**config.mk**
```make
export PLATFORM = sky130hd
export DESIGN_NAME = seg7_scan_decoder
export DESIGN_NICKNAME = d
export VERILOG_FILES = /design/src/rtl/seg7_scan_decoder_pkg.sv /design/src/rtl/seg7_pattern_decode.sv /design/src/rtl/seg7_scan_decoder.sv
export SDC_FILE = /design/constraint.sdc
export NUM_CORES = 1
export LEC_CHECK = 0
export CORE_AREA = 2 2 92 116
export DETAILED_ROUTE_END_ITERATION = 8
export DIE_AREA = 0 0 94 118
export GPL_TIMING_DRIVEN = 0
export MAX_ROUTING_LAYER = met4
export PLACE_DENSITY = 0.73
export SETUP_SLACK_MARGIN = 0.05
export SYNTH_ARGS = -nofsm -noshare
export SYNTH_HDL_FRONTEND = slang
export SYNTH_SLANG_ARGS = --single-unit
export TNS_END_PERCENT = 20
```
**constraint.sdc**
```tcl
create_clock -name Clk -period 2.8 [get_ports Clk]
set_input_delay 0.42 -clock Clk [delete_from_list [all_inputs] [get_ports Clk]]
set_output_delay 0.42 -clock Clk [all_outputs]
set_load 0.01 [all_outputs]
```
**src/rtl/seg7_scan_decoder_pkg.sv**
```systemverilog
// Shared definitions for the 7-segment scan decoder: segment table, blank code,
// FSM state encoding and the decoded-pattern record.
package seg7_scan_decoder_pkg;

   localparam int SEG_W          = 7;
   localparam int DEF_NUM_DIGITS = 8;

   // Active-high segment patterns, bit0=a .. bit6=g; index = hex value shown.
   localparam logic [SEG_W-1:0] SEG_BLANK = 7'h00;
   localparam logic [SEG_W-1:0] HEX_SEG [16] = '{
      7'h3F, 7'h06, 7'h5B, 7'h4F, 7'h66, 7'h6D, 7'h7D, 7'h07,
      7'h7F, 7'h6F, 7'h77, 7'h7C, 7'h39, 7'h5E, 7'h79, 7'h71
   };

   typedef enum logic [1:0] {
      WAIT_SEL = 2'd0,
      SETTLE   = 2'd1,
      HELD     = 2'd2
   } scan_state_e;

   typedef struct packed {
      logic       hit;
      logic       blank;
      logic [3:0] nibble;
   } seg_decode_t;

endpackage

```
**src/rtl/seg7_pattern_decode.sv**
```systemverilog
// Combinational lookup of an active-high segment pattern back to its hex nibble,
// flagging blank and unknown patterns.
module seg7_pattern_decode
   import seg7_scan_decoder_pkg::*;
(
   input  logic [SEG_W-1:0] seg,
   output seg_decode_t      dec
);

   always_comb begin
      dec       = '0;
      dec.blank = (seg == SEG_BLANK);
      for (int i = 0; i < 16; i++) begin
         if (seg == HEX_SEG[i]) begin
            dec.hit    = 1'b1;
            dec.nibble = 4'(i);
         end
      end
   end

endmodule

```
**src/rtl/seg7_scan_decoder.sv**
```systemverilog
// Receive side of the multiplexed 7-segment scan bus: waits for each digit's
// pattern to settle, decodes it and rebuilds the displayed value.
module seg7_scan_decoder
   import seg7_scan_decoder_pkg::*;
#(
   parameter int NUM_DIGITS     = DEF_NUM_DIGITS,
   parameter int SETTLE_CYCLES  = 4,
   parameter bit SEG_ACTIVE_LOW = 1'b1,
   parameter bit EN_ACTIVE_LOW  = 1'b1,
   parameter int TIMEOUT_CYCLES = 1024
) (
   input  logic                    Clk,
   input  logic                    Rst,
   input  logic [SEG_W-1:0]        seg_in,
   input  logic [NUM_DIGITS-1:0]   en_in,
   input  logic                    clear,
   output logic [4*NUM_DIGITS-1:0] value_out,
   output logic [NUM_DIGITS-1:0]   digit_valid,
   output logic                    frame_done,
   output logic                    bad_pattern,
   output logic [2:0]              bad_index,
   output logic                    stalled
);

   localparam int IDX_W  = (NUM_DIGITS > 1) ? $clog2(NUM_DIGITS) : 1;
   localparam int CNT_W  = $clog2(SETTLE_CYCLES + 1);
   localparam int IDLE_W = $clog2(TIMEOUT_CYCLES + 1);

   logic [SEG_W-1:0]        seg_raw_q, seg_raw_d;
   logic [NUM_DIGITS-1:0]   en_raw_q, en_raw_d;
   logic [SEG_W-1:0]        seg_n;
   logic [NUM_DIGITS-1:0]   en_n;
   logic                    sel_valid;
   logic [IDX_W-1:0]        sel_idx;
   seg_decode_t             dec;

   scan_state_e             state_q, state_d;
   logic [CNT_W-1:0]        cnt_q, cnt_d;
   logic [IDX_W-1:0]        cur_idx_q, cur_idx_d;
   logic [SEG_W-1:0]        cur_seg_q, cur_seg_d;
   logic                    same_pair;
   logic                    start_dwell;
   logic                    capture;

   logic [4*NUM_DIGITS-1:0] value_q, value_d;
   logic [NUM_DIGITS-1:0]   valid_q, valid_d;
   logic [NUM_DIGITS-1:0]   seen_q, seen_d;
   logic [NUM_DIGITS-1:0]   seen_set;
   logic                    frame_q, frame_d;
   logic                    bad_q, bad_d;
   logic [2:0]              bad_idx_q, bad_idx_d;
   logic [IDLE_W-1:0]       idle_q, idle_d;
   logic                    stalled_q, stalled_d;

   assign seg_raw_d = seg_in;
   assign en_raw_d  = en_in;
   assign seg_n     = SEG_ACTIVE_LOW ? ~seg_raw_q : seg_raw_q;
   assign en_n      = EN_ACTIVE_LOW  ? ~en_raw_q  : en_raw_q;

   // Exactly one enable set: nonzero and no second bit left after clearing the lowest.
   assign sel_valid = (en_n != '0) && ((en_n & (en_n - NUM_DIGITS'(1))) == '0);

   always_comb begin
      sel_idx = '0;
      for (int i = 0; i < NUM_DIGITS; i++) begin
         if (en_n[i]) sel_idx = IDX_W'(i);
      end
   end

   seg7_pattern_decode u_decode (
      .seg (seg_n),
      .dec (dec)
   );

   assign same_pair = (sel_idx == cur_idx_q) && (seg_n == cur_seg_q);

   always_comb begin
      state_d     = state_q;
      cnt_d       = cnt_q;
      cur_idx_d   = cur_idx_q;
      cur_seg_d   = cur_seg_q;
      capture     = 1'b0;
      start_dwell = 1'b0;
      if (!sel_valid) begin
         state_d = WAIT_SEL;
         cnt_d   = '0;
      end else begin
         unique case (state_q)
            WAIT_SEL: start_dwell = 1'b1;
            SETTLE: begin
               if (!same_pair) begin
                  start_dwell = 1'b1;
               end else if (cnt_q + CNT_W'(1) == CNT_W'(SETTLE_CYCLES)) begin
                  capture = 1'b1;
                  state_d = HELD;
                  cnt_d   = '0;
               end else begin
                  cnt_d = cnt_q + CNT_W'(1);
               end
            end
            HELD: start_dwell = !same_pair;
            default: state_d = WAIT_SEL;
         endcase
         // A new pair counts as its first stable sample.
         if (start_dwell) begin
            cur_idx_d = sel_idx;
            cur_seg_d = seg_n;
            cnt_d     = CNT_W'(1);
            if (SETTLE_CYCLES <= 1) begin
               capture = 1'b1;
               state_d = HELD;
            end else begin
               state_d = SETTLE;
            end
         end
      end
      if (clear) begin
         state_d = WAIT_SEL;
         cnt_d   = '0;
         capture = 1'b0;
      end
   end

   assign seen_set = seen_q | (NUM_DIGITS'(1) << sel_idx);

   always_comb begin
      value_d   = value_q;
      valid_d   = valid_q;
      seen_d    = seen_q;
      frame_d   = 1'b0;
      bad_d     = bad_q;
      bad_idx_d = bad_idx_q;
      idle_d    = idle_q;
      stalled_d = stalled_q;
      if (clear) begin
         value_d   = '0;
         valid_d   = '0;
         seen_d    = '0;
         bad_d     = 1'b0;
         bad_idx_d = '0;
         idle_d    = '0;
         stalled_d = 1'b0;
      end else if (capture) begin
         idle_d    = '0;
         stalled_d = 1'b0;
         if (dec.hit || dec.blank) begin
            value_d[4*sel_idx +: 4] = dec.hit ? dec.nibble : 4'h0;
            valid_d[sel_idx]        = dec.hit;
            if (&seen_set) begin
               frame_d = 1'b1;
               seen_d  = '0;
            end else begin
               seen_d = seen_set;
            end
         end else begin
            bad_d     = 1'b1;
            bad_idx_d = 3'(sel_idx);
         end
      end else begin
         if (idle_q != IDLE_W'(TIMEOUT_CYCLES)) idle_d = idle_q + IDLE_W'(1);
         stalled_d = (idle_d == IDLE_W'(TIMEOUT_CYCLES));
      end
   end

   always_ff @(posedge Clk or negedge Rst) begin
      if (!Rst) begin
         seg_raw_q <= '0;
         en_raw_q  <= '0;
         state_q   <= WAIT_SEL;
         cnt_q     <= '0;
         cur_idx_q <= '0;
         cur_seg_q <= '0;
         value_q   <= '0;
         valid_q   <= '0;
         seen_q    <= '0;
         frame_q   <= 1'b0;
         bad_q     <= 1'b0;
         bad_idx_q <= '0;
         idle_q    <= '0;
         stalled_q <= 1'b0;
      end else begin
         seg_raw_q <= seg_raw_d;
         en_raw_q  <= en_raw_d;
         state_q   <= state_d;
         cnt_q     <= cnt_d;
         cur_idx_q <= cur_idx_d;
         cur_seg_q <= cur_seg_d;
         value_q   <= value_d;
         valid_q   <= valid_d;
         seen_q    <= seen_d;
         frame_q   <= frame_d;
         bad_q     <= bad_d;
         bad_idx_q <= bad_idx_d;
         idle_q    <= idle_d;
         stalled_q <= stalled_d;
      end
   end

   assign value_out   = value_q;
   assign digit_valid = valid_q;
   assign frame_done  = frame_q;
   assign bad_pattern = bad_q;
   assign bad_index   = bad_idx_q;
   assign stalled     = stalled_q;

endmodule

```
==> results.md <==
* # DRC at 0
* DR vias/cell at 5.76
* Final wirelength at 12100 um
* Largest net degree at the start of global routing at 65
* Post-DP Area at 5780 um^2
* Clock transition at path regs at 0.06 ns
* Mapped Cells at between 400 and 500
* Final nets at between 600 and 700
* Core area at 10000 um^2
* Synth warn at 0
* Area growth from synthesis to layout at 30.3%
* Status: finished, violations left
* WP data arrival at 3.12 ns
* Fin. Hold Viols at 0
* Antenna diodes at 0
* Final Instance Area at roughly 6400 um^2
* Critical path type: flop to flop
* Synthesized net count at ~520
* Initial cell density of the core at 49.2%
* Vias after detailed routing at 4131
* Reg-to-reg endpoint: value_out[16]
* Async SR Flop Fraction at between 90% and 100%
* # clock sinks at 95
* Seq cells post-synth at 95
* Chip width at 94 um
* Hold Crit Class: input port to asynchronous set/reset pin
* Worst skew pair latency at 0.35 ns
* Pleak at roughly 2.8 nW
* I/O Pins at 64
* Dominant synthesized flop cell: dfrtp_1
* CTS max path bufs at 2
* Fillers at roughly 810
* Peak VDD IR at 0.292 mV
* Cells on worst reg2reg path at 8
* Die area at ~11000 um^2
* Gr ovfl total at 0
* Origin of the critical flop-to-flop path: seg_raw_q[0]
* WP data required at 3.03 ns
* Post-layout min period at 2.89 ns
* Mapped Area at between 4000 and 5000 um^2
* Register area share after synthesis at 48.3%
* Fin crit share at 103%
* Top-count cell post-synth: dfrtp_1
* Final Wtd Congestion at 0.898
* Violated checks: negative setup slack
* First-pass GRT wire length at 19800 um
* Power Dens Cells at 480 nW/um^2
* Count of cell types in the netlist at 63
* CTS tree: built
* MaxCap Viol Count at 0
* Number of global-route vias before repair at 4015
* Maximum fanout along the worst path at 4
* Relative slew slack at 42.0%
* Skew final at ~0.0097 ns
* DR iter-0 viols at between 200 and 300
* Max Transition Viols Final at 0
* Top post-synthesis cells by area: dfrtp_1 (48%), mux2i_1 (3.9%), nand2b_1 (3.3%)
* RSZ-0062 raised after global routing: true
* Slew @ Worst Pin at 0.864 ns
* Port Buffer Count at 63
* Htree depth at 3
* Total power draw at 3.08 mW
* Antenna Nets Post-Route at 0
* Worst setup EP type: flop
* Rows at 41
* Area share of the largest cell type after synthesis at 48.3%
* Die H at 118 um
* Clock buffer count from CTS at 9
* Top cell type by total area after synthesis: dfrtp_1
* Number of enable flip-flop cells after synthesis at 0
* Layout cell share with drive strength beyond 1 at 16.8%
* Syn_area_per_cell at 9.97 um^2
* Initial antenna violation count at 0
* GRT Total Usage at 23.2%
* Root buffer cell: clkbuf_16
* Top cells by count, synth: dfrtp_1 (95), nor2_1 (34), o21ai_0 (31)
* DRT Pass-1 Iters at 5
* Setup-failing EPs final at 5
* Fmax achieved at 346 MHz
* Startpoint types: flop
* Hold buffers post-CTS at 0
* DPL Wire Length at 8360 um
* Reg2Reg Setup Slack at -0.09 ns
* Setup slack after layout at -0.0923 ns
* DR WL/cell at 16.9 um
## layout by cell type, fill, tap and decap left out, types with 3 or more instances in the layout
cell type	Yosys	routed
nand4_1	10	10
buf_6	2	3
a21oi_1	13	11
clkbuf_4	0	3
and2_1	9	8
buf_4	1	24
o2bb2ai_1	7	7
and3_1	8	6
nand2_1	18	18
mux2_2	5	5
dfrtp_1	95	94
a31oi_1	7	7
nand3_1	26	24
mux2i_1	19	18
buf_2	9	5
xnor2_1	12	12
clkbuf_1	15	7
nand2b_1	26	24
ha_1	10	8
inv_1	20	19
a211oi_1	7	7
xor2_1	10	10
nor2_1	34	34
nor3b_1	5	3
o32ai_1	6	5
clkbuf_8	0	3
o21ai_0	31	28
or2_2	4	4
nor3_1	11	8
clkdlybuf4s50_1	0	62
o21ai_1	0	3
clkbuf_16	0	9
nor2b_1	17	17
or3_1	4	4
## where the power goes
part | switching [mW] | internal [mW] | total [mW]
Combinational | 0.200 | 0.164 | 0.364
Sequential | 0.0445 | 1.42 | 1.47
Clock | 0.513 | 0.731 | 1.24
Total | 0.758 | 2.32 | 3.08
## per-layer routing
| layer | up-vias | share of wire [%] | global-route usage, % |
|---|---|---|---|
| li1 | 1954 | - | - |
| met5 | - | 0 | - |
| met4 | 0 | 2.5 | 10.2 |
| met2 | 135 | 53 | 38.8 |
| met3 | 22 | 3.6 | 2.69 |
| met1 | 2020 | 41 | 27.9 |
## kinds of logic after synthesis
| logic type | share of synthesized area (%) |
|---|---|
| simple gates | 22.2 |
| xor+xnor | 3.92 |
| mux | 5.01 |
| buf+inv | 4.27 |
| flops | 48.3 |
| compound gates | 13.5 |
| fa+ha+maj | 2.75 |
## final cells by class
class / instances / area (um^2) / area share, %
multi-input combinational: 350 / 2530 / 39.5
sequential: 95 / 2380 / 37.1
timing repair buffer: 83 / 798 / 12.5
clock buffer: 11 / 253 / 3.94
tap: 129 / 161 / 2.52
buffer: 25 / 160 / 2.50
inverter: 21 / 82.6 / 1.29
clock inverter: 3 / 43.8 / 0.683
## worst max-delay path, stage by stage, from the launching register on
cell and delay [ns]:
dfrtp_2 0.43, or3b_4 0.41, or4_1 0.41, o31a_1 0.14
and4_4 0.23, or3b_4 0.40, or4_4 0.49, buf_6 0.15
mux2i_1 0.11
## worst max-delay path by stage
stage,startpoint,endpoint
5_1_grt,seg_raw_q[3],value_out[16]
3_3_place_gp,Rst,seg_raw_q[4]
2_1_floorplan,seg_raw_q[1],value_out[17]
4_1_cts,seg_raw_q[0],value_out[16]
6_report,seg_raw_q[0],value_out[16]
3_5_place_dp,seg_raw_q[2],value_out[12]
## repair_timing
action / CTS / global route
pin swaps: 5 / 10
endpoints found under the setup margin: 59 / 66
resized for setup: 28 / 30
buffers inserted: 11 / 8
## sequential cells by signal, indices dropped and copies added (netlist names), 2 cells and up
signal	cells
value_out	32
bad_index	3
idle_q	11
cur_seg_q	7
digit_valid	8
cnt_q	3
cur_idx_q	3
seg_raw_q	7
en_raw_q	8
seen_q	8
state_q	2
## through the flow
step / util [%] / worst slack [ns] / hold WS, ns / setup TNS (ns) / instances
5_1_grt: 64.1 / -0.183 / 0.0493 / -1.67 / 717
2_1_floorplan: - / 0.0531 / 0.124 / 0 / 493
3_5_place_dp: 57.7 / -0.566 / 0.390 / -14.43 / 686
6_report: 64.1 / -0.0923 / 0.0129 / -0.398 / 717
3_3_place_gp: 57.5 / -2.10 / 0.474 / -213.65 / 685
4_1_cts: 62.5 / -0.0794 / 0.0233 / -0.497 / 709
No activity file was read; power rests on OpenSTA's default activity.
